<file path="src/rtl/ps2_keypad_if.sv">
// PS/2 keypad bus: the two PS/2 pins toward the receiver and the decoded
// keypad/scan outputs toward the CPU.
//   master : drives ps2_clk/ps2_data, observes the decoded outputs (PS/2 side / bench)
//   slave  : the receiver, samples the pins, drives the decoded outputs
interface ps2_keypad_if;
  logic        ps2_clk;
  logic        ps2_data;
  logic [15:0] keys;
  logic        key_event;
  logic [3:0]  key_code;
  logic        key_pressed;
  logic        scan_valid;
  logic [7:0]  scan_code;
  logic        frame_error;

  modport master (
    output ps2_clk, ps2_data,
    input  keys, key_event, key_code, key_pressed, scan_valid, scan_code, frame_error
  );

  modport slave (
    input  ps2_clk, ps2_data,
    output keys, key_event, key_code, key_pressed, scan_valid, scan_code, frame_error
  );
endinterface

</file>
<file path="src/rtl/ps2_keypad.sv">
// PS/2 keyboard receiver + Chip-8 hex keypad decoder.
//   clk          core clock, rising edge
//   res          asynchronous active-high reset
//   bus.ps2_*    raw PS/2 pins (asynchronous to clk)
//   bus.keys     held-key vector, bit n = Chip-8 key n down
//   bus.key_*    one-cycle key_event with held key_code/key_pressed
//   bus.scan_*   one-cycle scan_valid per good byte, held scan_code
//   bus.frame_error  one-cycle pulse on parity/stop/timeout error
// Latency: stop-bit fall at cycle S, scan_* at S+1, key outputs at S+2.
module ps2_keypad #(
  parameter int TIMEOUT = 25000
) (
  input logic clk,
  input logic res,
  ps2_keypad_if.slave bus
);

  localparam int TW = $clog2(TIMEOUT);

  typedef enum logic [1:0] {IDLE, SHIFT, PARITY, STOP} state_t;

  // Input synchronisers; idle-high bus so they reset to 1.
  logic clk_s1, clk_s2, clk_s3;
  logic dat_s1, dat_s2;
  logic fall, dat;

  always_ff @(posedge clk or posedge res) begin
    if (res) begin
      {clk_s1, clk_s2, clk_s3} <= 3'b111;
      {dat_s1, dat_s2}         <= 2'b11;
    end else begin
      clk_s1 <= bus.ps2_clk;
      clk_s2 <= clk_s1;
      clk_s3 <= clk_s2;
      dat_s1 <= bus.ps2_data;
      dat_s2 <= dat_s1;
    end
  end

  assign fall = clk_s3 & ~clk_s2;
  assign dat  = dat_s2;

  // Deframer
  state_t          state_q, state_d;
  logic [2:0]      cnt_q, cnt_d;
  logic [7:0]      sh_q, sh_d;
  logic            par_q, par_d;
  logic [TW-1:0]   to_q, to_d;
  logic            good_d, err_d;

  always_ff @(posedge clk or posedge res) begin
    if (res) begin
      state_q <= IDLE;
      cnt_q   <= '0;
      sh_q    <= '0;
      par_q   <= 1'b0;
      to_q    <= '0;
    end else begin
      state_q <= state_d;
      cnt_q   <= cnt_d;
      sh_q    <= sh_d;
      par_q   <= par_d;
      to_q    <= to_d;
    end
  end

  always_comb begin
    state_d = state_q;
    cnt_d   = cnt_q;
    sh_d    = sh_q;
    par_d   = par_q;
    to_d    = '0;
    good_d  = 1'b0;
    err_d   = 1'b0;

    if (state_q != IDLE && !fall) to_d = to_q + TW'(1);

    case (state_q)
      IDLE: begin
        // A fall with data high is line noise, not a start bit.
        if (fall && !dat) begin
          state_d = SHIFT;
          cnt_d   = '0;
        end
      end
      SHIFT: begin
        if (fall) begin
          sh_d  = {dat, sh_q[7:1]};  // LSB arrives first
          cnt_d = 3'(cnt_q + 3'd1);
          if (cnt_q == 3'd7) state_d = PARITY;
        end
      end
      PARITY: begin
        if (fall) begin
          par_d   = dat;
          state_d = STOP;
        end
      end
      STOP: begin
        if (fall) begin
          state_d = IDLE;
          if (dat && (^sh_q ^ par_q)) good_d = 1'b1;
          else                        err_d  = 1'b1;
        end
      end
      default: state_d = IDLE;
    endcase

    // Stalled device: drop the partial frame.
    if (state_q != IDLE && !fall && to_q == TW'(TIMEOUT - 1)) begin
      state_d = IDLE;
      err_d   = 1'b1;
      to_d    = '0;
    end
  end

  // Byte-level outputs (S+1)
  logic       scan_valid_q, frame_error_q;
  logic [7:0] scan_code_q;

  always_ff @(posedge clk or posedge res) begin
    if (res) begin
      scan_valid_q  <= 1'b0;
      frame_error_q <= 1'b0;
      scan_code_q   <= '0;
    end else begin
      scan_valid_q  <= good_d;
      frame_error_q <= err_d;
      if (good_d) scan_code_q <= sh_q;
    end
  end

  // Scancode set 2 -> Chip-8 key, {hit, key}
  function automatic logic [4:0] keymap(input logic [7:0] sc);
    case (sc)
      8'h16: keymap = {1'b1, 4'h1};
      8'h1E: keymap = {1'b1, 4'h2};
      8'h26: keymap = {1'b1, 4'h3};
      8'h25: keymap = {1'b1, 4'hC};
      8'h15: keymap = {1'b1, 4'h4};
      8'h1D: keymap = {1'b1, 4'h5};
      8'h24: keymap = {1'b1, 4'h6};
      8'h2D: keymap = {1'b1, 4'hD};
      8'h1C: keymap = {1'b1, 4'h7};
      8'h1B: keymap = {1'b1, 4'h8};
      8'h23: keymap = {1'b1, 4'h9};
      8'h2B: keymap = {1'b1, 4'hE};
      8'h1A: keymap = {1'b1, 4'hA};
      8'h22: keymap = {1'b1, 4'h0};
      8'h21: keymap = {1'b1, 4'hB};
      8'h2A: keymap = {1'b1, 4'hF};
      default: keymap = 5'd0;
    endcase
  endfunction

  // Decoder (S+2)
  logic        brk_q, ext_q;
  logic [15:0] keys_q;
  logic        key_event_q, key_pressed_q;
  logic [3:0]  key_code_q;
  logic [4:0]  hit;

  assign hit = keymap(scan_code_q);

  always_ff @(posedge clk or posedge res) begin
    if (res) begin
      brk_q         <= 1'b0;
      ext_q         <= 1'b0;
      keys_q        <= '0;
      key_event_q   <= 1'b0;
      key_pressed_q <= 1'b0;
      key_code_q    <= '0;
    end else begin
      key_event_q <= 1'b0;
      if (scan_valid_q) begin
        if (scan_code_q == 8'hF0) begin
          brk_q <= 1'b1;
        end else if (scan_code_q == 8'hE0) begin
          ext_q <= 1'b1;
        end else begin
          // Typematic repeats leave the bit unchanged and raise no event.
          if (!ext_q && hit[4] && keys_q[hit[3:0]] != ~brk_q) begin
            keys_q[hit[3:0]] <= ~brk_q;
            key_event_q      <= 1'b1;
            key_code_q       <= hit[3:0];
            key_pressed_q    <= ~brk_q;
          end
          brk_q <= 1'b0;
          ext_q <= 1'b0;
        end
      end
    end
  end

  assign bus.keys        = keys_q;
  assign bus.key_event   = key_event_q;
  assign bus.key_code    = key_code_q;
  assign bus.key_pressed = key_pressed_q;
  assign bus.scan_valid  = scan_valid_q;
  assign bus.scan_code   = scan_code_q;
  assign bus.frame_error = frame_error_q;

endmodule

</file>
<file path="src/flat_wrapper.sv">
// flat-port wrapper written by rule: the top's interface ports become plain ports
module ps2_keypad_flat 
#(
  parameter int TIMEOUT = 25000
)
  (clk, res, bus_ps2_clk, bus_ps2_data, bus_keys, bus_key_event, bus_key_code, bus_key_pressed, bus_scan_valid, bus_scan_code, bus_frame_error);
  ps2_keypad_if bus_i ();
  input logic clk;
  input logic res;
  input wire logic [$bits(bus_i.ps2_clk)-1:0] bus_ps2_clk;
  input wire logic [$bits(bus_i.ps2_data)-1:0] bus_ps2_data;
  output wire logic [$bits(bus_i.keys)-1:0] bus_keys;
  output wire logic [$bits(bus_i.key_event)-1:0] bus_key_event;
  output wire logic [$bits(bus_i.key_code)-1:0] bus_key_code;
  output wire logic [$bits(bus_i.key_pressed)-1:0] bus_key_pressed;
  output wire logic [$bits(bus_i.scan_valid)-1:0] bus_scan_valid;
  output wire logic [$bits(bus_i.scan_code)-1:0] bus_scan_code;
  output wire logic [$bits(bus_i.frame_error)-1:0] bus_frame_error;
  assign bus_i.ps2_clk = bus_ps2_clk;
  assign bus_i.ps2_data = bus_ps2_data;
  assign bus_keys = bus_i.keys;
  assign bus_key_event = bus_i.key_event;
  assign bus_key_code = bus_i.key_code;
  assign bus_key_pressed = bus_i.key_pressed;
  assign bus_scan_valid = bus_i.scan_valid;
  assign bus_scan_code = bus_i.scan_code;
  assign bus_frame_error = bus_i.frame_error;
  ps2_keypad #(.TIMEOUT(TIMEOUT)) u_core (.clk(clk), .res(res), .bus(bus_i));
endmodule
</file>
<file path="config.mk">
export PLATFORM = sky130hd
export DESIGN_NAME = ps2_keypad_flat
export DESIGN_NICKNAME = d
export VERILOG_FILES = /design/src/rtl/ps2_keypad_if.sv /design/src/rtl/ps2_keypad.sv /design/src/flat_wrapper.sv
export SDC_FILE = /design/constraint.sdc
export NUM_CORES = 1
export LEC_CHECK = 0
export ABC_AREA = 1
export CORE_UTILIZATION = 62
export DETAILED_ROUTE_END_ITERATION = 6
export HOLD_SLACK_MARGIN = 0.15
export PLACE_DENSITY = 0.85
export SYNTH_ARGS = -nofsm -noshare
export SYNTH_HDL_FRONTEND = slang
export SYNTH_SLANG_ARGS = --single-unit
</file>
<file path="constraint.sdc">
create_clock -name clk -period 5.55 [get_ports clk]
set_input_delay 1.665 -clock clk [delete_from_list [all_inputs] [get_ports clk]]
set_output_delay 1.665 -clock clk [all_outputs]
set_load 0.02 [all_outputs]
</file>
### Word-level counts from Yosys, hierarchy flattened

Memories as Yosys holds them, arrays and structs flattened.
Index checks and enable logic that the tools add are counted.

* add/subtract/negate cells: 2
* order comparisons: 2
* equality and inequality tests: 16
* mux-type cells: 32
* bitwise logic cells: 6
* reduce and logical (&&, ||, !) cells: 22

Operators with widths (count)
* 15-bit two-way mux: 2
* 16-bit bitwise mux: 1
* 8-bit equality test, second input constant: 2
* 1-bit two-way mux: 16
* 15-bit by 1-bit adder with 15-bit output, second input constant: 1
* 15-bit equality test, second input constant: 1
* 3-bit by 1-bit != test with 1-bit output, second input constant: 5
* 2-bit two-way mux: 6
* 2-bit case mux with 4 select lines: 1
* 2-bit AND reduction: 4
* 8-bit parity: 1
* 1-bit logical AND: 7
* 3-bit two-way mux: 2
* 2-bit by 1-bit != test with 1-bit output, second input constant: 3
* 3-bit case mux with 2 select lines: 1
* 4-bit by 5-bit < comparator with 1-bit output, second input constant: 1
* 5-bit two-way mux: 1
* 5-bit AND reduction: 1
* 1-bit binary-select mux with 4-bit select: 1
* 1-bit demux with 4-bit select: 1
* 2-bit equality test, second input constant: 2
* 4-bit by 1-bit greater-or-equal comparator with 1-bit output, second input constant: 1
* 2-bit logical NOT: 2
* 1-bit NOT: 4
* 10 further kinds: 13

* flip-flop bits (word level): 68
* memory bits (read-only): 320
* input port bits: 4
* output and inout port bits: 32
* word-level logic and storage cells: 100
* memories: 1

Memories
* (no name shown): depth 64, bits a word 5, rd ports 1, clocked after memory_dff 0, wr ports 0, RTL line ps2_keypad.sv:135 `case (sc)`

### Logic depth before layout (Yosys ltp)

Gate-level depths: netlist (run 1).

* depth after elaboration: 10
* gate-level depth with buffers: 23

### Worst setup path after synthesis (run 1)

OpenSTA, ideal clock, no wires.

* path type: register to register
* from: reg u_core.scan_code_q[1], in the netlist u_core.bus.scan_code[1]
* to: reg u_core.key_pressed_q, in the netlist u_core.bus.key_pressed
* arrival: 2238 ps
* data required time: 5426 ps
* slack: 3188 ps
* stages on the path, launching flop included: 23
* path buffers: 2
* clock period less this slack: 2362 ps
* cells stage by stage: dfrtp_1 > inv_1 > ha_1 > inv_1 > nand2_1 > nand2_1 > nand2_1 > nand3_2 > nand2_4 > nand2_4 > buf_6 > nand2_1 > nand2_1 > nand2_1 > nand2_1 > nand2_1 > nand2_1 > nor2_1 > nand2_2 > nand3_2 > buf_6 > nand2_1 > o21ai_1

* word-level cells in the longest chain between the ends: 7
* elaborated cells between the ends (all ways): 12
* classes of those cells: 3 x eq/ne; 3 x mux; 2 x bitwise; 3 x reduce/logical; 1 x memory

Ends and longest elaborated chain
* start: declaration: RTL line ps2_keypad.sv:119 `logic [7:0] scan_code_q;`
* start signal: assignment: RTL line ps2_keypad.sv:129 `if (good_d) scan_code_q <= sh_q;`
* memory read 64 x 5 bit
* 5-bit two-way mux: RTL line ps2_keypad.sv:135
* 1-bit binary-select mux with 4-bit select: RTL line ps2_keypad.sv:182 `if (!ext_q && hit[4] && keys_q[hit[3:0]] != ~brk_q) begin`
* 1-bit two-way mux (not written as such): RTL line ps2_keypad.sv:182
* 1-bit != test: RTL line ps2_keypad.sv:182
* 1-bit logical AND: RTL line ps2_keypad.sv:182
* 4-bit AND reduction (no line) (*)
* end signal: assignment: RTL line ps2_keypad.sv:186 `key_pressed_q <= ~brk_q;`
* end: declaration: RTL line ps2_keypad.sv:159 `logic key_event_q, key_pressed_q;`

Every way passes the cells marked *; elsewhere a longest branch is shown, timed or not. The select of a mux whose other input is x is not followed.
A chain may end at the register's enable or synchronous reset.

### Final worst setup path (run 1)

* from: reg u_core.scan_code_q[3], in the netlist u_core.bus.scan_code[3]
* to: out bus_scan_code[3]

RTL lines
* end: declaration: RTL line flat_wrapper.sv:17 `output wire logic [$bits(bus_i.scan_code)-1:0] bus_scan_code;`

No word-level cell between the ends.

==> results of run 1 <==
## state kept, by name, summed over array words and instances, names as in the netlist
signal,cells
u_core.to_q,15
u_core.bus.key_event,1
u_core.dat_s1,1
u_core.sh_q,8
u_core.ext_q,1
u_core.clk_s2,1
u_core.par_q,1
u_core.bus.key_code,4
u_core.clk_s1,1
u_core.dat,1
u_core.clk_s3,1
u_core.bus.key_pressed,1
u_core.cnt_q,3
u_core.bus.frame_error,1
u_core.brk_q,1
u_core.bus.keys,16
u_core.state_q,2
u_core.bus.scan_code,8
u_core.bus.scan_valid,1
## logic make-up after synthesis
group | count (synthesis) | synth area share
buffers and inverters | 72 | 0.08199
XOR/XNOR | 11 | 0.02525
multiplexers | 2 | 0.005903
AO/OA/AOI/OAI | 52 | 0.07774
flip-flops | 68 | 0.4477
AND/OR/NAND/NOR | 265 | 0.3254
adder cells (fa/ha/maj) | 11 | 0.03608
## worst paths after layout
path                                                startpoint                                 end  slack, ns  cells after the start
setup / recovery           u_core.bus.scan_code[3]$_DFFE_PP0P_                    bus_scan_code[3]       2.29                      1
hold / removal                         u_core.clk_s1$_DFF_PP1_             u_core.clk_s2$_DFF_PP1_       0.36                      0
setup reg to reg           u_core.bus.scan_code[1]$_DFFE_PP0P_  u_core.bus.key_code[1]$_DFFE_PP0P_       2.72                     15
hold reg to reg                        u_core.clk_s1$_DFF_PP1_             u_core.clk_s2$_DFF_PP1_       0.36                      0
max in group asynchronous                                  res  u_core.bus.key_code[1]$_DFFE_PP0P_       2.88                      3
min in group asynchronous                                  res       u_core.state_q[0]$_DFFE_PP0P_       1.80                      2
## layout make-up
cell class	instances	area [µm²]
Multi-Input combinational cell	341	1794
Sequential cell	68	1708
Fill cell	449	1535
Timing Repair Buffer	37	365.4
Inverter	59	224.0
Clock buffer	9	123.9
Tap cell	75	93.84
Clock inverter	7	76.32
## power breakdown
part	total, mW	internal [mW]	leakage [nW]	switching (mW)
registers	0.632	0.563	0.917	0.0699
clock network	0.415	0.210	0.0958	0.205
logic	0.408	0.139	0.993	0.268
## metal layers
layer / up-vias / global-route usage / part of all wire / wire length (µm)
met5: - / 0 / 0 / 0
met4: 0 / 0.1196 / 0.017 / 146
met3: 17 / 0.04318 / 0.045 / 375
met2: 114 / 0.4924 / 0.50 / 4185
met1: 1569 / 0.3552 / 0.44 / 3668
li1: 1649 / - / - / -
## synth_stat cells
cell and number:
inv_2 3, nor3_1 5, nand3_1 10, nor2_4 2, buf_2 5, nor2_1 46, buf_4 1, nor2_2 1
a32oi_1 1, a221oi_1 1, a22o_1 1, o21ai_1 6, nand2_4 4, a211oi_1 1, nor4_1 4, mux2_2 2
buf_6 4, dfrtp_1 63, nor4_4 1, o22ai_2 1, nand2_2 3, xor2_1 7, inv_4 1, nand2_1 139
clkinv_1 2, dfstp_2 5, a31oi_1 1, xnor2_1 4, inv_1 53, o31ai_1 1, o21ai_0 24, o21ai_2 3
a21oi_1 12, nand4_1 40, nand3_2 3, clkbuf_1 3, nand3b_1 7, ha_1 11
==> tab_implementation.tex, run 1 <==
\begin{tabular}{lr}
\hline
Metric & Value \\
\hline
\multicolumn{2}{l}{\textbf{Die}} \\
\quad Area of the core & 5921 µm² \\
\quad Standard-cell rows & 28 \\
\quad I/O pin count & 36 \\
\quad Die X-Extent & 80.44 µm \\
\quad Die Area & 6471 µm² \\
\quad Starting density of the core & 0.6443 \\
\quad Overall die height & 80.44 µm \\
\multicolumn{2}{l}{\textbf{Timing}} \\
\quad Worst hold-check slack & 0.3581 ns \\
\quad Final clock period utilization by the worst path & 0.5869 \\
\quad Final setup TNS & 0 ns \\
\quad Max Fclk & 307.0 MHz \\
\quad Number of slew-limit violations in the final report & 0 \\
\quad Hold Violations, Final & 0 \\
\quad Total setup violations reported at the end of the flow & 0 \\
\quad Worst relative slew slack & 0.4419 \\
\quad RSZ-0062 raised after global routing & false \\
\quad Min cycle time layout & 3.257 ns \\
\quad Worst-margin pin slew & 0.8341 ns \\
\quad Setup ws final & 2.293 ns \\
\quad Final clock skew & 0.007933 ns \\
\multicolumn{2}{l}{\textbf{Detailed routing}} \\
\quad Wire length per cell & 14.05 µm \\
\quad Length of the first detailed-routing pass in iterations & 5 \\
\quad Via-to-Cell Ratio & 5.619 \\
\quad Iteration-0 DRC count of the detailed router & 289 \\
\quad DRC viols & 0 \\
\quad Antenna-violating nets left & 0 \\
\quad Final Routed Wirelength & 8.376 mm \\
\quad Detailed-route via count & 3349 \\
\multicolumn{2}{l}{\textbf{Worst setup path}} \\
\quad Critical path class & reg -> out \\
\quad Critical path arrival & 1.59 ns \\
\quad Worst Path Max Fanout & 10 \\
\quad Critical Path, Cell by Cell & clkdlybuf4s50\_1 \\
\quad Cell family contributing the most delay on the critical path & buffers and inverters \\
\quad Critical Path Max Stage Delay & 0.68 ns \\
\quad Required time at the endpoint of the critical path & 3.88 ns \\
\quad Worst path slowest cell & clkdlybuf4s50\_1 \\
\quad Capturing element type of the critical path & output port \\
\quad Kind of start point of the critical path & register \\
\quad Buf/Inv on CP & 1 \\
\multicolumn{2}{l}{\textbf{Synthesis}} \\
\quad Yosys warnings & 0 \\
\quad Post-synthesis instance area & 3815 µm² \\
\quad Share of the yosys chip area belonging to registers & 0.4477 \\
\quad Mean area per synthesized cell & 7.931 µm² \\
\quad Largest cells by area after synthesis & dfrtp\_1, nand2\_1, nand4\_1 \\
\quad Register bit count reported by yosys & 68 \\
\quad Distinct cells, synth & 38 \\
\quad Post-Synthesis Net Count & 496 \\
\quad Cell type with the highest aggregate area in the netlist & dfrtp\_1 \\
\quad Post-Syn Instances & 481 \\
\quad Portion of synthesized cell area occupied by the leading cell type & 0.4133 \\
\multicolumn{2}{l}{\textbf{Flow run}} \\
\quad Max-cap check violation count & 0 \\
\multicolumn{2}{l}{\textbf{Place}} \\
\quad GP Congestion & 0.9134 \\
\quad Placed cells & 580 \\
\quad HPWL after detailed placement & 5.780 mm \\
\quad Setup slack after placement & 2.448 ns \\
\quad Port Buf Inserts & 35 \\
\quad Post-detailed-placement cell area & 4185 µm² \\
\multicolumn{2}{l}{\textbf{Global routing}} \\
\quad Antenna violations before repair & 0 \\
\quad Total grt overflow & 0 \\
\quad Overall global routing resource usage & 0.2855 \\
\quad Vias in the first global route & 3147 \\
\quad Global-route wire length before repair & 14.10 mm \\
\quad Pin count of the biggest net entering global routing & 42 \\
\multicolumn{2}{l}{\textbf{CTS}} \\
\quad Clk Latency, worst-skew pair & 0.35 ns \\
\quad Number of buffers added by the clock tree synthesis step & 9 \\
\quad Post-CTS sizing & 0 \\
\quad Cts hold-fix bufs & 0 \\
\quad Setup Buffers After CTS & 0 \\
\quad TritonCTS clock tree & yes \\
\quad Clock sink count & 68 \\
\quad Maximum number of buffers from clock root to sink & 2 \\
\quad Clock root cell & clkbuf\_8 \\
\quad Clock transition time at the flip-flop clock pins of the worst setup and hold paths & 0.08 ns \\
\quad Maximum level of the CTS H-tree & 3 \\
\multicolumn{2}{l}{\textbf{Pwr}} \\
\quad Static power due to leakage & 2.006 nW \\
\quad Tot Pwr & 1.455 mW \\
\quad Max IR drop VDD & 0.3109 mV \\
\quad Cell Pwr Density & 331.7 nW/µm² \\
\multicolumn{2}{l}{\textbf{Finish}} \\
\quad Most frequent standard cell in the layout excluding fill and tap cells & nand2\_1 \\
\quad Share of post-route cells with drive strength above 1 & 0.09213 \\
\quad Core Util, Final & 0.7407 \\
\quad Nets & 531 \\
\quad Number of antenna repair diodes & 0 \\
\quad Number of standard cells in the final layout excluding fillers & 596 \\
\quad Final non-filler cell area & 4385 µm² \\
\quad Synthesis-to-layout area growth & 14.96\% \\
\quad Most frequent cells in the layout & nand2\_1, dfrtp\_1, inv\_1 \\
\multicolumn{2}{l}{\textbf{Hold path}} \\
\quad Worst hold path class & reg -> reg \\
\multicolumn{2}{l}{\textbf{Run status}} \\
\quad Status & finished clean \\
\hline
\end{tabular}
(Power assumes the default switching activity.)
==> run 2, diff against run 1 <==
--- a/config.mk
+++ b/config.mk
@@ -6,10 +6,10 @@
 export NUM_CORES = 1
 export LEC_CHECK = 0
 export ABC_AREA = 1
-export CORE_UTILIZATION = 62
+export CORE_UTILIZATION = 52
 export DETAILED_ROUTE_END_ITERATION = 6
 export HOLD_SLACK_MARGIN = 0.15
-export PLACE_DENSITY = 0.85
+export PLACE_DENSITY = 0.76
 export SYNTH_ARGS = -nofsm -noshare
 export SYNTH_HDL_FRONTEND = slang
 export SYNTH_SLANG_ARGS = --single-unit
==> constraint.sdc (replaced) <==
create_clock -name clk -period 2.74 [get_ports clk]
set_input_delay 0.822 -clock clk [delete_from_list [all_inputs] [get_ports clk]]
set_output_delay 0.822 -clock clk [all_outputs]
set_load 0.02 [all_outputs]
==> tab_implementation.tex, run 2 (synthesis results as in run 1) <==
\begin{tabular}{lr}
\hline
Metric & Value \\
\hline
\multicolumn{2}{l}{\textbf{Global routing}} \\
\quad Overall global routing resource usage & 0.2330 (-0.05254) \\
\quad Antenna violations before repair & 0 (unchanged) \\
\quad Met1 Track Usage GR & 0.2835 (-0.07176) \\
\quad Met2 usage & 0.3828 (-0.1096) \\
\quad Total grt overflow & 0 (unchanged) \\
\quad Grt met3 use & 0.06221 (+0.01902) \\
\quad Busiest metal layer after global routing & met2 \\
\quad Pin count of the biggest net entering global routing & 69 (+64\%) \\
\quad Global-route wire length before repair & 13.79 mm (-2.1\%) \\
\quad Vias in the first global route & 3117 (-0.95\%) \\
\multicolumn{2}{l}{\textbf{Timing}} \\
\quad Worst-margin pin slew & 0.6671 ns (-0.1670 ns) \\
\quad Worst hold-check slack & 0.3581 ns (+0.00001400 ns) \\
\quad Final clock skew & 0.006337 ns (-0.001596 ns) \\
\quad Worst relative slew slack & 0.5548 (+0.1129) \\
\quad Min cycle time layout & 2.530 ns \\
\quad Total setup violations reported at the end of the flow & 0 (unchanged) \\
\quad Final clock period utilization by the worst path & 0.9235 \\
\quad Max Fclk & 395.2 MHz \\
\quad Number of slew-limit violations in the final report & 0 (unchanged) \\
\quad Hold Violations, Final & 0 (unchanged) \\
\multicolumn{2}{l}{\textbf{Finish}} \\
\quad Nets & 537 (+1.1\%) \\
\quad Most frequent cells in the layout & nand2\_1, dfrtp\_1, inv\_1 \\
\quad Synthesis-to-layout area growth & 18.10\% \\
\quad Final non-filler cell area & 4506 µm² (+2.7\%) \\
\quad Most frequent standard cell in the layout excluding fill and tap cells & nand2\_1 \\
\quad Number of standard cells in the final layout excluding fillers & 623 (+4.5\%) \\
\quad Share of post-route cells with drive strength above 1 & 0.1157 (+0.02362) \\
\quad Number of flip-flops in the largest register & 16 (unchanged) \\
\quad Number of antenna repair diodes & 0 (unchanged) \\
\multicolumn{2}{l}{\textbf{Detailed routing}} \\
\quad Wire length per cell & 13.18 µm (-6.2\%) \\
\quad Final Routed Wirelength & 8.210 mm (-2.0\%) \\
\quad Length of the first detailed-routing pass in iterations & 5 (unchanged) \\
\quad DRC viols & 0 (unchanged) \\
\quad Via-to-Cell Ratio & 5.329 (-5.2\%) \\
\quad Antenna-violating nets left & 0 (unchanged) \\
\quad Iteration-0 DRC count of the detailed router & 311 (+7.6\%) \\
\quad Detailed-route via count & 3320 (-0.87\%) \\
\multicolumn{2}{l}{\textbf{Worst setup path}} \\
\quad Critical Path, Cell by Cell & inv\_1 > ha\_1 > inv\_1 > o21ai\_1 > nand2\_2 > o21ai\_4 > nand2\_2 > nor2\_2 > nand2\_1 > nand2\_1 > nor2\_1 > nand2\_2 > buf\_6 > nand4\_1 > nand2\_1 > nand2\_1 \\
\quad Buf/Inv on CP & 3 (+2) \\
\quad Critical Path Max Stage Delay & 0.45 ns (-0.23 ns) \\
\quad Critical path arrival & 2.76 ns (+1.17 ns) \\
\quad Kind of start point of the critical path & register \\
\quad Required time at the endpoint of the critical path & 2.97 ns (-0.91 ns) \\
\quad Worst Path Max Fanout & 16 (+6) \\
\quad Capturing element type of the critical path & register \\
\quad Critical Path Most Common Cell & nand2\_1 \\
\quad Worst path slowest cell & dfrtp\_2 \\
\quad Critical path class & reg -> reg \\
\quad Cell family contributing the most delay on the critical path & simple AND/OR/NAND/NOR gates \\
\multicolumn{2}{l}{\textbf{CTS}} \\
\quad Cts hold-fix bufs & 0 (unchanged) \\
\quad Clock transition time at the flip-flop clock pins of the worst setup and hold paths & 0.07 ns (about the same) \\
\quad TritonCTS clock tree & yes \\
\quad Number of buffers added by the clock tree synthesis step & 9 (unchanged) \\
\quad Clk Latency, worst-skew pair & 0.34 ns (about the same) \\
\quad Maximum level of the CTS H-tree & 3 (unchanged) \\
\quad Maximum number of buffers from clock root to sink & 2 (unchanged) \\
\quad Clock sink count & 68 (unchanged) \\
\quad Clock root cell & clkbuf\_8 \\
\multicolumn{2}{l}{\textbf{Flow run}} \\
\quad Max-cap check violation count & 0 (unchanged) \\
\multicolumn{2}{l}{\textbf{Pwr}} \\
\quad Static power due to leakage & 2.041 nW (+1.8\%) \\
\quad Cell Pwr Density & 636.1 nW/µm² (+92\%) \\
\quad Max IR drop VDD & 0.4474 mV (+44\%) \\
\multicolumn{2}{l}{\textbf{Run status}} \\
\quad Status & finished clean \\
\multicolumn{2}{l}{\textbf{Die}} \\
\quad I/O pin count & 36 (unchanged) \\
\quad Overall die height & 87.65 µm (+9.0\%) \\
\quad Die Area & 7683 µm² (+19\%) \\
\quad Area of the core & 6944 µm² (+17\%) \\
\quad Standard-cell rows & 30 (+7.1\%) \\
\quad Die X-Extent & 87.65 µm (+9.0\%) \\
\quad Starting density of the core & 0.5494 (-0.09497) \\
\multicolumn{2}{l}{\textbf{Place}} \\
\quad Placed cells & 606 (+4.5\%) \\
\quad GP Congestion & 0.9765 (+6.9\%) \\
\quad HPWL after detailed placement & 5.746 mm (-0.58\%) \\
\quad Port Buf Inserts & 35 (unchanged) \\
\quad Post-detailed-placement cell area & 4262 µm² (+1.8\%) \\
\multicolumn{2}{l}{\textbf{Hold path}} \\
\quad Worst hold path class & reg -> reg \\
\hline
\end{tabular}
run 2: worst reg2reg max path, stage by stage (launching register included):
cell and delay [ns]:
dfrtp_2 0.45, inv_1 0.14, ha_1 0.18, inv_1 0.07, o21ai_1 0.21, nand2_2 0.13
o21ai_4 0.19, nand2_2 0.11, nor2_2 0.18, nand2_1 0.08, nand2_1 0.10, nor2_1 0.07
nand2_2 0.09, buf_6 0.19, nand4_1 0.11, nand2_1 0.08, nand2_1 0.05
run 2: area by class of cell:
| class | instances | area (µm²) |
|---|---|---|
| clock buffers | 12 | 155.1 |
| clock inverters | 4 | 23.77 |
| fillers | 583 | 2439 |
| inverters | 59 | 224.0 |
| multi-input cells | 341 | 1846 |
| flip-flops and latches | 68 | 1710 |
| well taps | 96 | 120.1 |
| repair buffers | 43 | 426.7 |
run 2: stage by stage:
| step | total power, mW | setup slack, ns | TNS, ns | util |
|---|---|---|---|---|
| after global routing | 3.053 | -0.03855 | -0.04636 | 0.6488 |
| final | 2.866 | 0.2096 | 0 | 0.6488 |
| after floorplan | 1.899 | 0.2148 | 0 | - |
| after global placement | 2.067 | 0.2031 | 0 | 0.6137 |
| after CTS | 2.860 | 0.1379 | 0 | 0.6395 |
| after detailed placement | 2.103 | 0.2022 | 0 | 0.6137 |
run 2: repair_timing:
action / CTS / global route
resized for setup: 0 / 15
setup endpoints to repair: 0 / 22
setup buffers: 0 / 1
run 2: worst paths after layout:
kind | start | endpoint | slack (ns) | cells after the start
min reg2reg | u_core.dat_s1$_DFF_PP1_ | u_core.dat$_DFF_PP1_ | 0.36 | 0
max | u_core.bus.scan_code[1]$_DFFE_PP0P_ | u_core.bus.keys[5]$_DFFE_PP0P_ | 0.21 | 16
max in group asynchronous | res | u_core.clk_s3$_DFF_PP1_ | 1.55 | 3
max reg2reg | u_core.bus.scan_code[1]$_DFFE_PP0P_ | u_core.bus.keys[5]$_DFFE_PP0P_ | 0.21 | 16
min in group asynchronous | res | u_core.to_q[3]$_DFF_PP0_ | 0.88 | 3
min | u_core.dat_s1$_DFF_PP1_ | u_core.dat$_DFF_PP1_ | 0.36 | 0
run 2: power breakdown:
part	internal, mW	leakage, nW	switching [mW]
registers	1.14	0.914	0.150
logic	0.298	1.03	0.525
clock network	0.375	0.0961	0.378
run 2: routing by layer:
layer / up-vias / wire [µm]
met3: 24 / 387
met4: 0 / 279
li1: 1664 / -
met5: - / 0
met2: 113 / 3955
met1: 1519 / 3588
